[config.mk]
export PLATFORM = sky130hd
export DESIGN_NAME = pipelined_adder
export DESIGN_NICKNAME = d
export VERILOG_FILES = /design/src/rtl/pipelined_adder.sv
export SDC_FILE = /design/constraint.sdc
export NUM_CORES = 1
export LEC_CHECK = 0
export CAP_MARGIN = 10
export CORE_MARGIN = 2
export CORE_UTILIZATION = 60
export CTS_CLUSTER_SIZE = 24
export DETAILED_ROUTE_END_ITERATION = 6
export GPL_ROUTABILITY_DRIVEN = 0
export PLACE_DENSITY = 0.85
export SYNTH_ARGS = -nofsm -noshare
export SYNTH_HDL_FRONTEND = slang
export SYNTH_SLANG_ARGS = --single-unit
[constraint.sdc]
create_clock -name clk_i -period 15.8 [get_ports clk_i]
set_input_delay 4.74 -clock clk_i [delete_from_list [all_inputs] [get_ports clk_i]]
set_output_delay 4.74 -clock clk_i [all_outputs]
set_load 0.01 [all_outputs]
[src/rtl/pipelined_adder.sv]
// Pipelined ripple-carry add/subtract unit: the carry chain is cut into STAGES
// registered segments, with a valid/ready handshake and a single global stall.
module pipelined_adder #(
    parameter int WIDTH  = 32,
    parameter int STAGES = 4
) (
    input  logic             clk_i,
    input  logic             rst_i,
    input  logic             in_valid_i,
    output logic             in_ready_o,
    input  logic [WIDTH-1:0] a_i,
    input  logic [WIDTH-1:0] b_i,
    input  logic             sub_i,
    input  logic             carry_i,
    output logic             out_valid_o,
    input  logic             out_ready_i,
    output logic [WIDTH-1:0] sum_o,
    output logic             carry_o,
    output logic             overflow_o
);
    localparam int SEG = WIDTH / STAGES;

    // acc holds finished sum slices below the stage's segment and raw A above it;
    // b holds the effective (possibly inverted) B operand travelling alongside.
    logic             v_q   [STAGES];
    logic             c_q   [STAGES];
    logic [WIDTH-1:0] acc_q [STAGES];
    logic [WIDTH-1:0] b_q   [STAGES];
    logic             ovf_q;

    logic             v_d   [STAGES];
    logic             c_d   [STAGES];
    logic [WIDTH-1:0] acc_d [STAGES];
    logic [WIDTH-1:0] b_d   [STAGES];
    logic             ovf_d;

    logic             en;

    function automatic logic [SEG:0] seg_add(input logic [WIDTH-1:0] x,
                                             input logic [WIDTH-1:0] y,
                                             input logic             c,
                                             input int               k);
        return {1'b0, x[k*SEG +: SEG]} + {1'b0, y[k*SEG +: SEG]} + {{SEG{1'b0}}, c};
    endfunction

    assign en         = ~v_q[STAGES-1] | out_ready_i;
    assign in_ready_o = en & ~rst_i;

    // Overflow is rewritten by every stage; only the last stage's value, which
    // covers bit WIDTH-1, survives the loop.
    always_comb begin
        logic [WIDTH-1:0] src_b;
        logic [SEG:0]     seg;

        src_b    = sub_i ? ~b_i : b_i;
        seg      = seg_add(a_i, src_b, sub_i ^ carry_i, 0);
        v_d[0]   = in_valid_i;
        c_d[0]   = seg[SEG];
        b_d[0]   = src_b;
        acc_d[0] = a_i;
        acc_d[0][SEG-1:0] = seg[SEG-1:0];
        ovf_d    = seg[SEG] ^ a_i[WIDTH-1] ^ src_b[WIDTH-1] ^ seg[SEG-1];

        for (int k = 1; k < STAGES; k++) begin
            seg      = seg_add(acc_q[k-1], b_q[k-1], c_q[k-1], k);
            v_d[k]   = v_q[k-1];
            c_d[k]   = seg[SEG];
            b_d[k]   = b_q[k-1];
            acc_d[k] = acc_q[k-1];
            acc_d[k][k*SEG +: SEG] = seg[SEG-1:0];
            ovf_d    = seg[SEG] ^ acc_q[k-1][WIDTH-1] ^ b_q[k-1][WIDTH-1] ^ seg[SEG-1];
        end
    end

    always_ff @(posedge clk_i) begin
        if (rst_i) begin
            for (int k = 0; k < STAGES; k++) begin
                v_q[k]   <= 1'b0;
                c_q[k]   <= 1'b0;
                acc_q[k] <= '0;
                b_q[k]   <= '0;
            end
            ovf_q <= 1'b0;
        end else if (en) begin
            for (int k = 0; k < STAGES; k++) begin
                v_q[k]   <= v_d[k];
                c_q[k]   <= c_d[k];
                acc_q[k] <= acc_d[k];
                b_q[k]   <= b_d[k];
            end
            ovf_q <= ovf_d;
        end
    end

    assign out_valid_o = v_q[STAGES-1];
    assign sum_o       = acc_q[STAGES-1];
    assign carry_o     = c_q[STAGES-1];
    assign overflow_o  = ovf_q;

endmodule

# Yosys cells after proc, flatten, opt, wreduce, memory -nomap -nowiden
# Memories as Yosys holds them, arrays and structs flattened.
# Cells that the tools add are included.
word_totals:
  ff_bits: 1
  latch_bits: 0
  ram_bits: 264
  rom_bits: 0
  inputBits: 70
  word_cells: 60
  memories: 4
memory_table:
  columns: ["memory", "depth", "width", "read_ports", "rd_clocked_by_memory_dff", "write_ports", "line_no", "rtl"]
  rows:
  - ["acc_q", 4, 32, 4, 0, 4, "27", "logic [WIDTH-1:0] acc_q [STAGES];"]
  - ["b_q", 4, 32, 3, 0, 4, "28", "logic [WIDTH-1:0] b_q [STAGES];"]
  - ["c_q", 4, 1, 4, 0, 4, "26", "logic c_q [STAGES];"]
  - ["v_q", 4, 1, 4, 0, 4, "25", "logic v_q [STAGES];"]
classes:
  addsub: 8
  multipliers: 0
  n_div: 0
  magnitude_cmp: 0
  eq_ne: 0
  shifts: 0
  muxes: 22
  bitwise: 25
  reduce_logical: 0
op_table:
  columns: ["op", "n"]
  rows:
  - ["$mux 32", 9]
  - ["$add 8x8->9", 4]
  - ["$add 9x1->9", 4]
  - ["$not 32->32", 1]
  - ["$or 1x1->1", 17]
  - ["$mux 1", 13]
  - ["$xor 1x1->1", 4]
  - ["$not 1->1", 2]
  - ["$and 1x1->1", 1]

# Longest topological paths before layout
# Gate-level depths: netlist of run 1.
depth:
  depth_word: 6
  ltp_mapped: 11

# Least setup slack after synthesis of run 1
# Ideal clock, no wire load.
synth_path:
  path_kind: "input to output"
  startpoint: "in out_ready_i"
  endpoint: "out in_ready_o"
  t_arrival_ns: 5.684
  setup_slack_ns: 5.376
  path_stages: 6
  path_buffers: 3
  path_cell_list: "nor2b_1 -> or2_2 -> clkbuf_1 -> inv_1 -> buf_2 -> clkbuf_1"
synth_via:
  elab_chain_cells: 2
synth_lines:
  columns: ["element", "line_no", "rtl"]
  rows:
  - ["from (decl)", "16", "input logic out_ready_i,"]
  - ["$or 1x1->1", "46", "assign en = ~v_q[STAGES-1] | out_ready_i;"]
  - ["$and 1x1->1", "47", "assign in_ready_o = en & ~rst_i;"]
  - ["to (decl)", "10", "output logic in_ready_o,"]
# Every way passes these cells.

# Final worst setup path of run 1
# Ends and elaborated chain as after synthesis.

==> results.json, run 1 <==
{
  "hold_viol": 0,
  "grt_max_degree": 140,
  "rows": 43,
  "grtUsageTotal_pct": 18.57,
  "drt_wl_total_um": 13120,
  "fin_crit_ns": 12.24,
  "yosys-top-cells-area": "edfxtp_1 65%, and2_1 9.5%, ha_1 4.1%",
  "hold_depth": 1,
  "ys.warnings.count": 0,
  "cts_tree": "built",
  "endpoint_kind": "output port",
  "postRouteAntennaNets": 0,
  "cap_violations": 0,
  "fin_crit_sh_pct": 77.45,
  "fmax_ghz": 0.08172,
  "num-nets-final": 802,
  "finClkSkew_ns": 0.009040,
  "final_cells": 887,
  "post-cts-setup-buffer-count": 0,
  "synth-xor-area-share_pct": 5.158,
  "yosysSeqAreaShare_pct": 65.31,
  "area_delta_synth_final_pct": 18.80,
  "synth_edf_count": 184,
  "multi_input_area_sq_um": 2550,
  "synth_top_area_cell": "edfxtp_1",
  "grt_pass1_wl_um": 20870,
  "outcome": "complete, no violations",
  "powerDensity_nw_per_um2": 114.0,
  "synth_top_area_share_pct": 65.08,
  "synth_fa_ha_area_share_pct": 6.012,
  "hold_end": "acc_q[0][119]",
  "insertion_delay_ns": 0.43,
  "drv_slew": 0,
  "synthSimpleGateAreaFrac_pct": 14.22,
  "ir_drop_mv": 0.08195,
  "die_x_um": 123.0,
  "yosys_most_used_dff": "edfxtp_1",
  "rrSetupSlack_ns": 12.80,
  "die_y_um": 123.0,
  "antenna_found_initial": 0,
  "die_area_sq_um": 15120,
  "wire_per_inst_um": 14.79,
  "tightest_slew_ns": 1.031,
  "min_from": "acc_q[0][87]",
  "cts_sinks": 185,
  "cts_root_buf": "clkbuf_16",
  "grt_overflow": 0,
  "viasPerCell": 5.206,
  "rsz0062_at_grt": "no",
  "layout-drive-gt1-share_pct": 5.799,
  "dr_total_vias": 4618,
  "cp.required_ns": 11.06,
  "r2r_start": "v_q[3]",
  "htreeDepth": 4,
  "cts_hold_buf": 0,
  "yosys_register_bits": 185,
  "syn_nets": 732,
  "setup_violations": 0,
  "place_hpwl_um": 8136,
  "async_reset_ff_share_pct": 0,
  "final_cell_mix": "184 x edfxtp_1, 129 x and2_1, 104 x clkdlybuf4s50_1",
  "nFillCells": 846,
  "cts_resized": 0,
  "tns_ns": 0,
  "synth_top_family_by_area": "simple AND/OR/NAND/NOR gates",
  "ios": 106,
  "worstReg2RegEnd": "acc_q[0][100]",
  "clk_pin_slew_worst_paths_ns": 0.06,
  "numCtsBuffers": 17,
  "muxShareOfSynthArea_pct": 0.1179,
  "drc": 0,
  "synth_compound_area_share_pct": 4.436,
  "core_sq_um": 13830,
  "path_class": "input port to output port",
  "syn_area_sq_um": 8491,
  "crit_arrival_ns": 7.50,
  "synth.distinct_cells": 39,
  "pre_cts_slack_ns": 3.483,
  "ff_latch_area_sq_um": 5545,
  "final_common_cell": "edfxtp_1",
  "drtPass1Iterations": 6,
  "grt_pass1_vias": 4405,
  "slew_headroom_pct": 31.26,
  "n_antenna_cell": 0,
  "finalWorstSetupSlack_ns": 3.562,
  "cts_max_path_buffers": 2,
  "rr_worst_depth": 4,
  "first_iter_violations": 401,
  "min_path_type": "flip-flop to flip-flop",
  "place_inst": 857,
  "critPathLaunchType": "input port",
  "synth_area_per_cell_sq_um": 13.56,
  "syn_inst": 626,
  "cellLeakagePower_nw": 4.106,
  "start_util_pct": 61.41,
  "io_buffers": 105,
  "crit_fanout": 139
}
-- flip-flops by register name, summed over array words and instances (netlist names) --
signal	flops
c_q	4
overflow_o	1
b_q	48
v_q	4
acc_q	128
-- metal layers --
layer / share of wire, % / global-route usage, % / up-vias
li1: - / - / 2270
met1: 38 / 21.40 / 2210
met2: 55 / 33.15 / 124
met3: 5.3 / 4.843 / 14
met4: 1.5 / 7.184 / 0
met5: 0 / 0 / -
-- critical path: stages --
cell,delay (ns)
clkdlybuf4s50_1,0.45
nor2b_1,0.07
or2_2,0.65
clkinv_2,0.11
buf_4,0.75
clkdlybuf4s50_1,0.69
-- cell usage after synthesis (all sizes together) (3+ instances only) --
| master | instances |
|---|---|
| a21boi | 3 |
| a21o | 6 |
| a21oi | 16 |
| and2 | 130 |
| buf | 36 |
| clkbuf | 21 |
| edfxtp | 184 |
| fa | 8 |
| ha | 28 |
| inv | 18 |
| nand2 | 12 |
| nand2b | 4 |
| nor2 | 59 |
| nor2b | 5 |
| nor3 | 6 |
| o211ai | 7 |
| o21a | 4 |
| o21ai | 13 |
| xnor2 | 30 |
| xor2 | 20 |
-- stage by stage --
step	power, mW	hold WS [ns]	area, sq um	utilization, %
5_1_grt	1.188	0.5288	10090	72.95
4_1_cts	1.156	0.5152	10090	72.95
3_3_place_gp	0.7025	0.4986	9458	68.40
6_report	1.150	0.5156	10090	72.95
2_1_floorplan	0.6711	0.4967	8491	-
3_5_place_dp	0.7101	0.5014	9458	68.40
-- worst max-delay path by stage --
stage	from	to	slack [ns]
2_1_floorplan	out_ready_i	in_ready_o	5.38
3_3_place_gp	out_ready_i	in_ready_o	3.54
3_5_place_dp	out_ready_i	in_ready_o	3.48
4_1_cts	out_ready_i	in_ready_o	3.49
5_1_grt	out_ready_i	in_ready_o	3.28
6_report	out_ready_i	in_ready_o	3.56
-- cell families (layout without fill, tap and decap cells) --
family,Yosys count,after routing
AO/OA/AOI/OAI,57,57
XOR/XNOR,50,50
adder cells (fa/ha/maj),36,36
buffers and inverters,75,156
flip-flops,185,185
multiplexers,1,1
AND/OR/NAND/NOR,222,222
-- layout make-up --
type,instances,area share [%]
inverters,18,0.6822
clock buffers,17,4.217
flip-flops and latches,185,54.97
well taps,180,2.233
repair buffers,108,10.59
clock inverters,13,2.022
multi-input cells,366,25.28
-- report_power, final --
part | internal, mW | total, mW | switching (mW)
clock network | 0.278 | 0.449 | 0.171
registers | 0.580 | 0.590 | 0.00995
logic | 0.0593 | 0.111 | 0.0519
total | 0.917 | 1.15 | 0.233
(Power assumes the default switching activity.)
==> inputs of run 2 (changes only) <==
Settings changed: CORE_UTILIZATION 60 to 56, PLACE_DENSITY 0.85 to 0.8.
Clock period 15.8 ns to 11.8 ns, I/O delays scaled along.
==> results.json, run 2 (synthesis results as in run 1) <==
{
  "fin_crit_ns": 9.216,
  "final_cell_mix": "184 x edfxtp_1, 129 x and2_1, 104 x clkdlybuf4s50_1",
  "cp_cell_sequence": "clkdlybuf4s50_1 -> nor2b_1 -> or2_2 -> clkinv_2 -> clkdlybuf4s50_1",
  "crit_arrival_ns": 5.68,
  "worstReg2RegEnd": "acc_q[0][59]",
  "drtPass1Iterations": 5,
  "cp_top_family": "simple AND/OR/NAND/NOR gates",
  "worst-path-stages": 5,
  "area_delta_synth_final_pct": 19.23,
  "tns_ns": 0,
  "powerDensity_nw_per_um2": 153.8,
  "ios": 106,
  "cap_violations": 0,
  "min_from": "acc_q[0][25]",
  "cts_sinks": 185,
  "rsz0062_at_grt": "no",
  "num-nets-final": 802,
  "hold_depth": 1,
  "cellLeakagePower_nw": 4.120,
  "die_area_sq_um": 16160,
  "reg.largest.list": "acc_q x128, b_q x48",
  "grt_overflow": 0,
  "insertion_delay_ns": 0.42,
  "grtUsageTotal_pct": 16.36,
  "clk_pin_slew_worst_paths_ns": 0.06,
  "power.switching_uw": 308.2,
  "endpoint_kind": "output port",
  "postRouteAntennaNets": 0,
  "internal-power_mw": 1.249,
  "tightest_slew_ns": 1.148,
  "path_common_cell": "clkdlybuf4s50_1",
  "cts_resized": 0,
  "n_antenna_cell": 0,
  "setup_violations": 0,
  "crit_path_top_delay_cell": "or2_2",
  "htreeDepth": 4,
  "grt_max_degree": 139,
  "wire_per_inst_um": 13.83,
  "cts_hold_buf": 0,
  "rr_worst_depth": 4,
  "post-cts-setup-buffer-count": 0,
  "final_common_cell": "edfxtp_1",
  "cts_root_buf": "clkbuf_16",
  "viasPerCell": 5.086,
  "slew_headroom_pct": 23.45,
  "first_iter_violations": 306,
  "outcome": "complete, no violations",
  "place_hpwl_um": 7946,
  "hold_end": "acc_q[0][57]",
  "core_sq_um": 15030,
  "crit_fanout": 51,
  "max_stage_delay_ns": 0.84,
  "switching_share_pct": 19.79,
  "fin_area_sq_um": 10120,
  "antenna_found_initial": 0,
  "fin_crit_sh_pct": 78.10,
  "r2r_start": "v_q[3]",
  "final_cells": 897,
  "ir_drop_mv": 0.1059,
  "drt_wl_total_um": 12410,
  "io_buffers": 105,
  "drv_slew": 0,
  "p_seq_share_pct": 50.6,
  "cts_tree": "built",
  "die_y_um": 127.1,
  "finClkSkew_ns": 0.005944,
  "largest_register_ff_count": 128,
  "start_util_pct": 56.48,
  "rows": 45,
  "min_path_type": "flip-flop to flip-flop",
  "critPathBufInv": 3,
  "drc": 0,
  "fmax_ghz": 0.1085,
  "cp.required_ns": 8.26,
  "hold_viol": 0,
  "layout-drive-gt1-share_pct": 6.065,
  "critPathLaunchType": "input port",
  "rrSetupSlack_ns": 8.85,
  "grt_pass1_wl_um": 20500,
  "place_area_sq_um": 9468,
  "cts_max_path_buffers": 2,
  "grt_pass1_vias": 4412,
  "pwr-share-clk_pct": 40.0,
  "final_util_pct": 67.34,
  "die_x_um": 127.1,
  "dr_total_vias": 4562,
  "numCtsBuffers": 17,
  "place_inst": 865,
  "combPwrFrac_pct": 9.4,
  "path_class": "input port to output port",
  "total_power_mw": 1.557,
  "largest_register": "acc_q"
}
==> run 2: cell count changes in the layout (fill, tap and decap cells not counted), sizes merged <==
cell      change
bufinv        +1
clkinvlp      +1
==> run 2: layer usage <==
metal / up-vias / GRT usage (%) / wire [um]
met2: 132 / 28.08 / 6627
met5: - / 0 / 0
li1: 2272 / - / -
met3: 10 / 4.439 / 658
met4: 0 / 6.917 / 152
met1: 2148 / 19.62 / 4968
==> run 2: worst max path at each step <==
stage | end | slack, ns | startpoint
after detailed placement | in_ready_o | 2.51 | out_ready_i
after global placement | in_ready_o | 2.58 | out_ready_i
after floorplan | acc_q[0][0] | 3.24 | rst_i
final | in_ready_o | 2.58 | out_ready_i
after global routing | in_ready_o | 2.37 | out_ready_i
after CTS | in_ready_o | 2.50 | out_ready_i
==> run 2: cell type report <==
type / instances / area [sq um]
Sequential cell: 185 / 5545
Fill cell: 1010 / 4910
Multi-Input combinational cell: 366 / 2550
Timing Repair Buffer: 108 / 1069
Clock buffer: 17 / 425.4
Tap cell: 188 / 235.2
Clock inverter: 15 / 230.2
Inverter: 18 / 68.82
==> run 2: power by group through the flow <==
stage | Sequential [mW] | Combinational (mW) | Clock (mW)
6_report | 0.788 | 0.146 | 0.622
5_1_grt | 0.794 | 0.163 | 0.656
4_1_cts | 0.789 | 0.148 | 0.632
3_5_place_dp | 0.803 | 0.147 | 0
3_3_place_gp | 0.801 | 0.140 | 0
2_1_floorplan | 0.800 | 0.0989 | 0
==> run 2: through the flow <==
stage	setup WS, ns	hold WS (ns)
floorplan	3.245	0.4967
global placement	2.577	0.4997
detailed placement	2.506	0.5024
CTS	2.501	0.5170
global route	2.366	0.5274
finish	2.584	0.5154
==> patch 1 (settings of run 2) <==
`STAGES`: 4 -> 2.
--- a/src/rtl/pipelined_adder.sv
+++ b/src/rtl/pipelined_adder.sv
@@ -2,7 +2,7 @@
 // registered segments, with a valid/ready handshake and a single global stall.
 module pipelined_adder #(
     parameter int WIDTH  = 32,
-    parameter int STAGES = 4
+    parameter int STAGES = 2
 ) (
     input  logic             clk_i,
     input  logic             rst_i,
Formal check against the unedited RTL: not equivalent (Yosys sat finds a counterexample within 4 cycles, from zero or initial values and one cycle with rst_i high).
==> patch 1 against run 2 <==
- power fell by 46%
- largest power group unchanged
- final cell count down 30%
- design area is 39% lower
- sequential cell count decreased by 100
- register-to-register slack better by 0.25 ns
- sequential share of layout area decreased by 14 points
- die area shrank 39%
- critical path type unchanged
- routed wire length shrank 21%
- worst setup slack improved by 0.42 ns
- area after synthesis decreased by 40%
- non-clock buffer count shrank 1
==> patch 1: results (changes against run 2) <==
[synth]
synth-edff-count=84  ; -54%
ys_seq_area_share_pct=50.1  ; -15 points
yosysUniqueCellTypes=52  ; +33%
syn-num-nets=549  ; -25%
synth.top_cells.by_area=edfxtp_1 (50%), ha_1 (7.4%), xnor2_1 (5.0%), buf_4 (4.7%), and2_1 (4.6%)
synth-async-reset-ratio_pct=0  ; unchanged
yosys_most_used_dff=edfxtp_1
ys_top_cells_by_count=edfxtp_1 (84), nor2_1 (49), and2_1 (37)

[routing]
drtIter0Drc=119  ; -61%
wl_um=9830  ; -21%
vias=3439  ; -25%
first_pass_iters=4  ; -1

[critical_path]
crit_path_max_fanout=48  ; -5.9%
cp.arrival_ns=5.26  ; -0.42 ns
slowest_delay_ns=0.50  ; -0.34 ns
reg2reg_from=b_q[0][16]
slowest_stage=clkdlybuf4s50_1
critical_path.startpoint=out_ready_i

[finish]
fill_cells=672  ; -33%
drive_gt1_share_pct=6.33  ; +0.27 points
fin_nets=621  ; -23%
reg_top3=acc_q: 64 flops, b_q: 16 flops

[hold_path]
hp-start=overflow_o
hold_path_class=flop to flop

[placement]
port-buffer-count=105  ; unchanged
hpwl_um=6880  ; -13%
pre_cts_slack_ns=2.99  ; +0.487 ns
placed_area_sq_um=5980  ; -37%

[clock_network]
cts.reportedPaths.clkPinSlew_ns=0.08  ; +0.02 ns
clk_latency_ns=0.35  ; -0.07 ns
cts_max_level=3  ; -1
post-cts-setup-buffers=0  ; unchanged
cts_root_buffer=clkbuf_8
cts_made_buffers=9  ; -8

[grt]
grt_pass1_wl_um=15800  ; -23%
grt_max_degree=86  ; -38%
antenna_found_initial=0  ; unchanged
grtUsageTotal_pct=20.7  ; +4.3 points

[status]
status=complete, no violations

[pwr]
vdd_drop_max_uv=66.8  ; -37%
leakagePower_nw=2.52  ; -39%

[timing]
skew_ns=0.0138  ; +0.00786 ns
relSlewSlack_pct=22.3  ; -1.1 points

## patch 1: final timing paths
path         slack, ns            to  cells past startpoint
max               3.00    in_ready_o                      6
min               0.51    overflow_o                      2
max reg2reg       9.10  acc_q[0][60]                     10
min reg2reg       0.51    overflow_o                      2
## patch 1: routing by layer
| metal | vias to the layer above | track usage (%) | part of all wire, % |
|---|---|---|---|
| met1 | 1616 | 26.0 | 43 |
| met4 | 0 | 10.7 | 3.5 |
| met5 | - | 0 | 0 |
| li1 | 1677 | - | - |
| met2 | 117 | 34.0 | 48 |
| met3 | 29 | 4.08 | 5.0 |
## patch 1: through the flow
stage	cells	utilization, %
after global routing	629	70.8
after floorplan	445	-
after CTS	629	70.8
final	629	70.8
after detailed placement	614	68.2
after global placement	614	68.2
## patch 1: critical path: cells and delay by family
kind,cells,cell delay (ns)
AND/OR/NAND/NOR,2,0.24
buffers and inverters,4,1.45
## patch 1: cell type report
cell class	count	share of cell area (%)
clock buffer	10	2.06
tap	108	2.18
multi-input combinational	301	35.3
timing repair buffer	107	17.1
clock inverter	5	1.61
sequential	85	41.0
inverter	13	0.786
## patch 1: report_power, final
part | internal (mW) | total, mW | switching, mW
Combinational | 0.112 | 0.216 | 0.104
Sequential | 0.377 | 0.390 | 0.0125
Clock | 0.139 | 0.241 | 0.102
## patch 1: kinds of logic after synthesis
logic type / Yosys count / share of synthesized area [%]
flops: 85 / 50.1
buf+inv: 59 / 6.76
fa+ha+maj: 34 / 8.98
xor+xnor: 55 / 9.50
compound gates: 78 / 10.6
simple gates: 134 / 14.0
==> patch 2 (settings of run 2) <==
Without the edit above. Put one more register stage on the output `overflow_o`, cleared by the reset. The value now appears one clock later. The other outputs are not delayed to match.
--- a/src/rtl/pipelined_adder.sv
+++ b/src/rtl/pipelined_adder.sv
@@ -95,7 +95,13 @@
     assign out_valid_o = v_q[STAGES-1];
     assign sum_o       = acc_q[STAGES-1];
     assign carry_o     = c_q[STAGES-1];
-    assign overflow_o  = ovf_q;
+    always_ff @(posedge clk_i) begin
+        if (rst_i) begin
+            overflow_o <= '0;
+        end else begin
+            overflow_o <= ovf_q;
+        end
+    end
 
 endmodule
 
Formal check against the unedited RTL: not equivalent (Yosys sat finds a counterexample within 10 cycles, from zero or initial values and one cycle with rst_i high).
==> patch 2 against run 2 <==
- power decreased by 6.9%
- worst setup slack got worse by 0.069 ns
- first-iteration DRC count increased by 24%
- clock power decreased by 18%
- area after synthesis decreased by 2.5%
- synthesized cell count decreased by 4.8%
- clock skew increased by 0.00053 ns
- design area decreased by 1.0%
- routed wire length increased by 4.8%
- register-to-register slack improved by 0.17 ns
- worst hold slack got worse by 0.041 ns
- die area decreased by 2.4%
- sequential cell count increased by 1
- largest cell class unchanged
==> patch 2: results (changes against run 2) <==
[synth]
synth_xor_area_share_pct=5.29  ; +0.13 points
synth-compound-area-share_pct=4.47  ; +0.038 points
ys_seq_area_share_pct=67.2  ; +1.9 points
synthCells=596  ; -4.8%
yosysUniqueCellTypes=37  ; -5.1%
syn-num-nets=702  ; -4.1%
synth.top_cells.by_area=edfxtp_1 (67%), and2_1 (9.8%), ha_1 (4.2%), xnor2_1 (3.2%), nor2_1 (2.6%)

[placement]
pre_cts_slack_ns=2.45  ; -0.0596 ns
dp_cells=863  ; -0.23%
hpwl_um=8320  ; +4.7%

[pwr]
vdd_drop_max_uv=117  ; +10%
leakagePower_nw=4.08  ; -1.0%
sw_frac_of_total_pct=20.7  ; +0.87 points

[grt]
use_met3_pct=3.42  ; -1.0 points
first_global_vias=4599  ; +4.2%
busiest_layer=met2
met1_usage_pct=20.2  ; +0.55 points

[timing]
skew_ns=0.00647  ; +0.000529 ns
relSlewSlack_pct=30.9  ; +7.4 points

[hold_path]
hold_path_class=flop to flop
hp-start=ovf_q

[routing]
wl_per_cell_um=14.5  ; +5.0%
viasPerCell=5.13  ; +0.84%
drtIter0Drc=378  ; +24%

[finish]
drive_gt1_share_pct=5.20  ; -0.86 points
fin_nets=804  ; +0.25%
instances_no_fill=895  ; -0.22%

[critical_path]
slowest_delay_ns=0.85

[status]
status=complete, no violations

## patch 2: worst paths after layout
kind / slack, ns / end / cells past startpoint
hold reg to reg: 0.47 / overflow_o / 1
setup reg to reg: 9.02 / c_q[1] / 6
setup / recovery: 2.52 / in_ready_o / 5
hold / removal: 0.47 / overflow_o / 1
## patch 2: logic make-up after synthesis
family,count (synthesis)
AND/OR/NAND/NOR,225
buffers and inverters,42
AO/OA/AOI/OAI,56
flip-flops,186
XOR/XNOR,50
multiplexers,1
adder cells (fa/ha/maj),36
## patch 2: final cells by class
type / count / area, sq um
clock buffers: 29 / 510
multi-input cells: 368 / 2560
flip-flops and latches: 186 / 5570
clock inverters: 3 / 17.5
repair buffers: 108 / 1070
fillers: 1014 / 4460
well taps: 184 / 230
inverters: 17 / 65.1
## patch 2: power by group through the flow
| stage | logic (mW) | clock network (mW) | registers (mW) |
|---|---|---|---|
| CTS | 0.149 | 0.517 | 0.794 |
| global placement | 0.141 | 0 | 0.805 |
| global route | 0.165 | 0.545 | 0.797 |
| finish | 0.147 | 0.510 | 0.793 |
| detailed placement | 0.147 | 0 | 0.808 |
| floorplan | 0.0863 | 0 | 0.808 |
## patch 2: routing by layer
metal | routed length [um] | vias up
met5 | 0 | -
li1 | - | 2274
met4 | 220 | 0
met3 | 552 | 20
met1 | 5230 | 2184
met2 | 7000 | 112
## patch 2: worst register-to-register path, cell delays in order, from the launching register on
cell	delay, ns
edfxtp_1	0.38
nor2b_1	0.19
or2_2	0.65
clkinv_2	0.15
buf_4	0.76
o21ai_0	0.32
a21oi_1	0.18
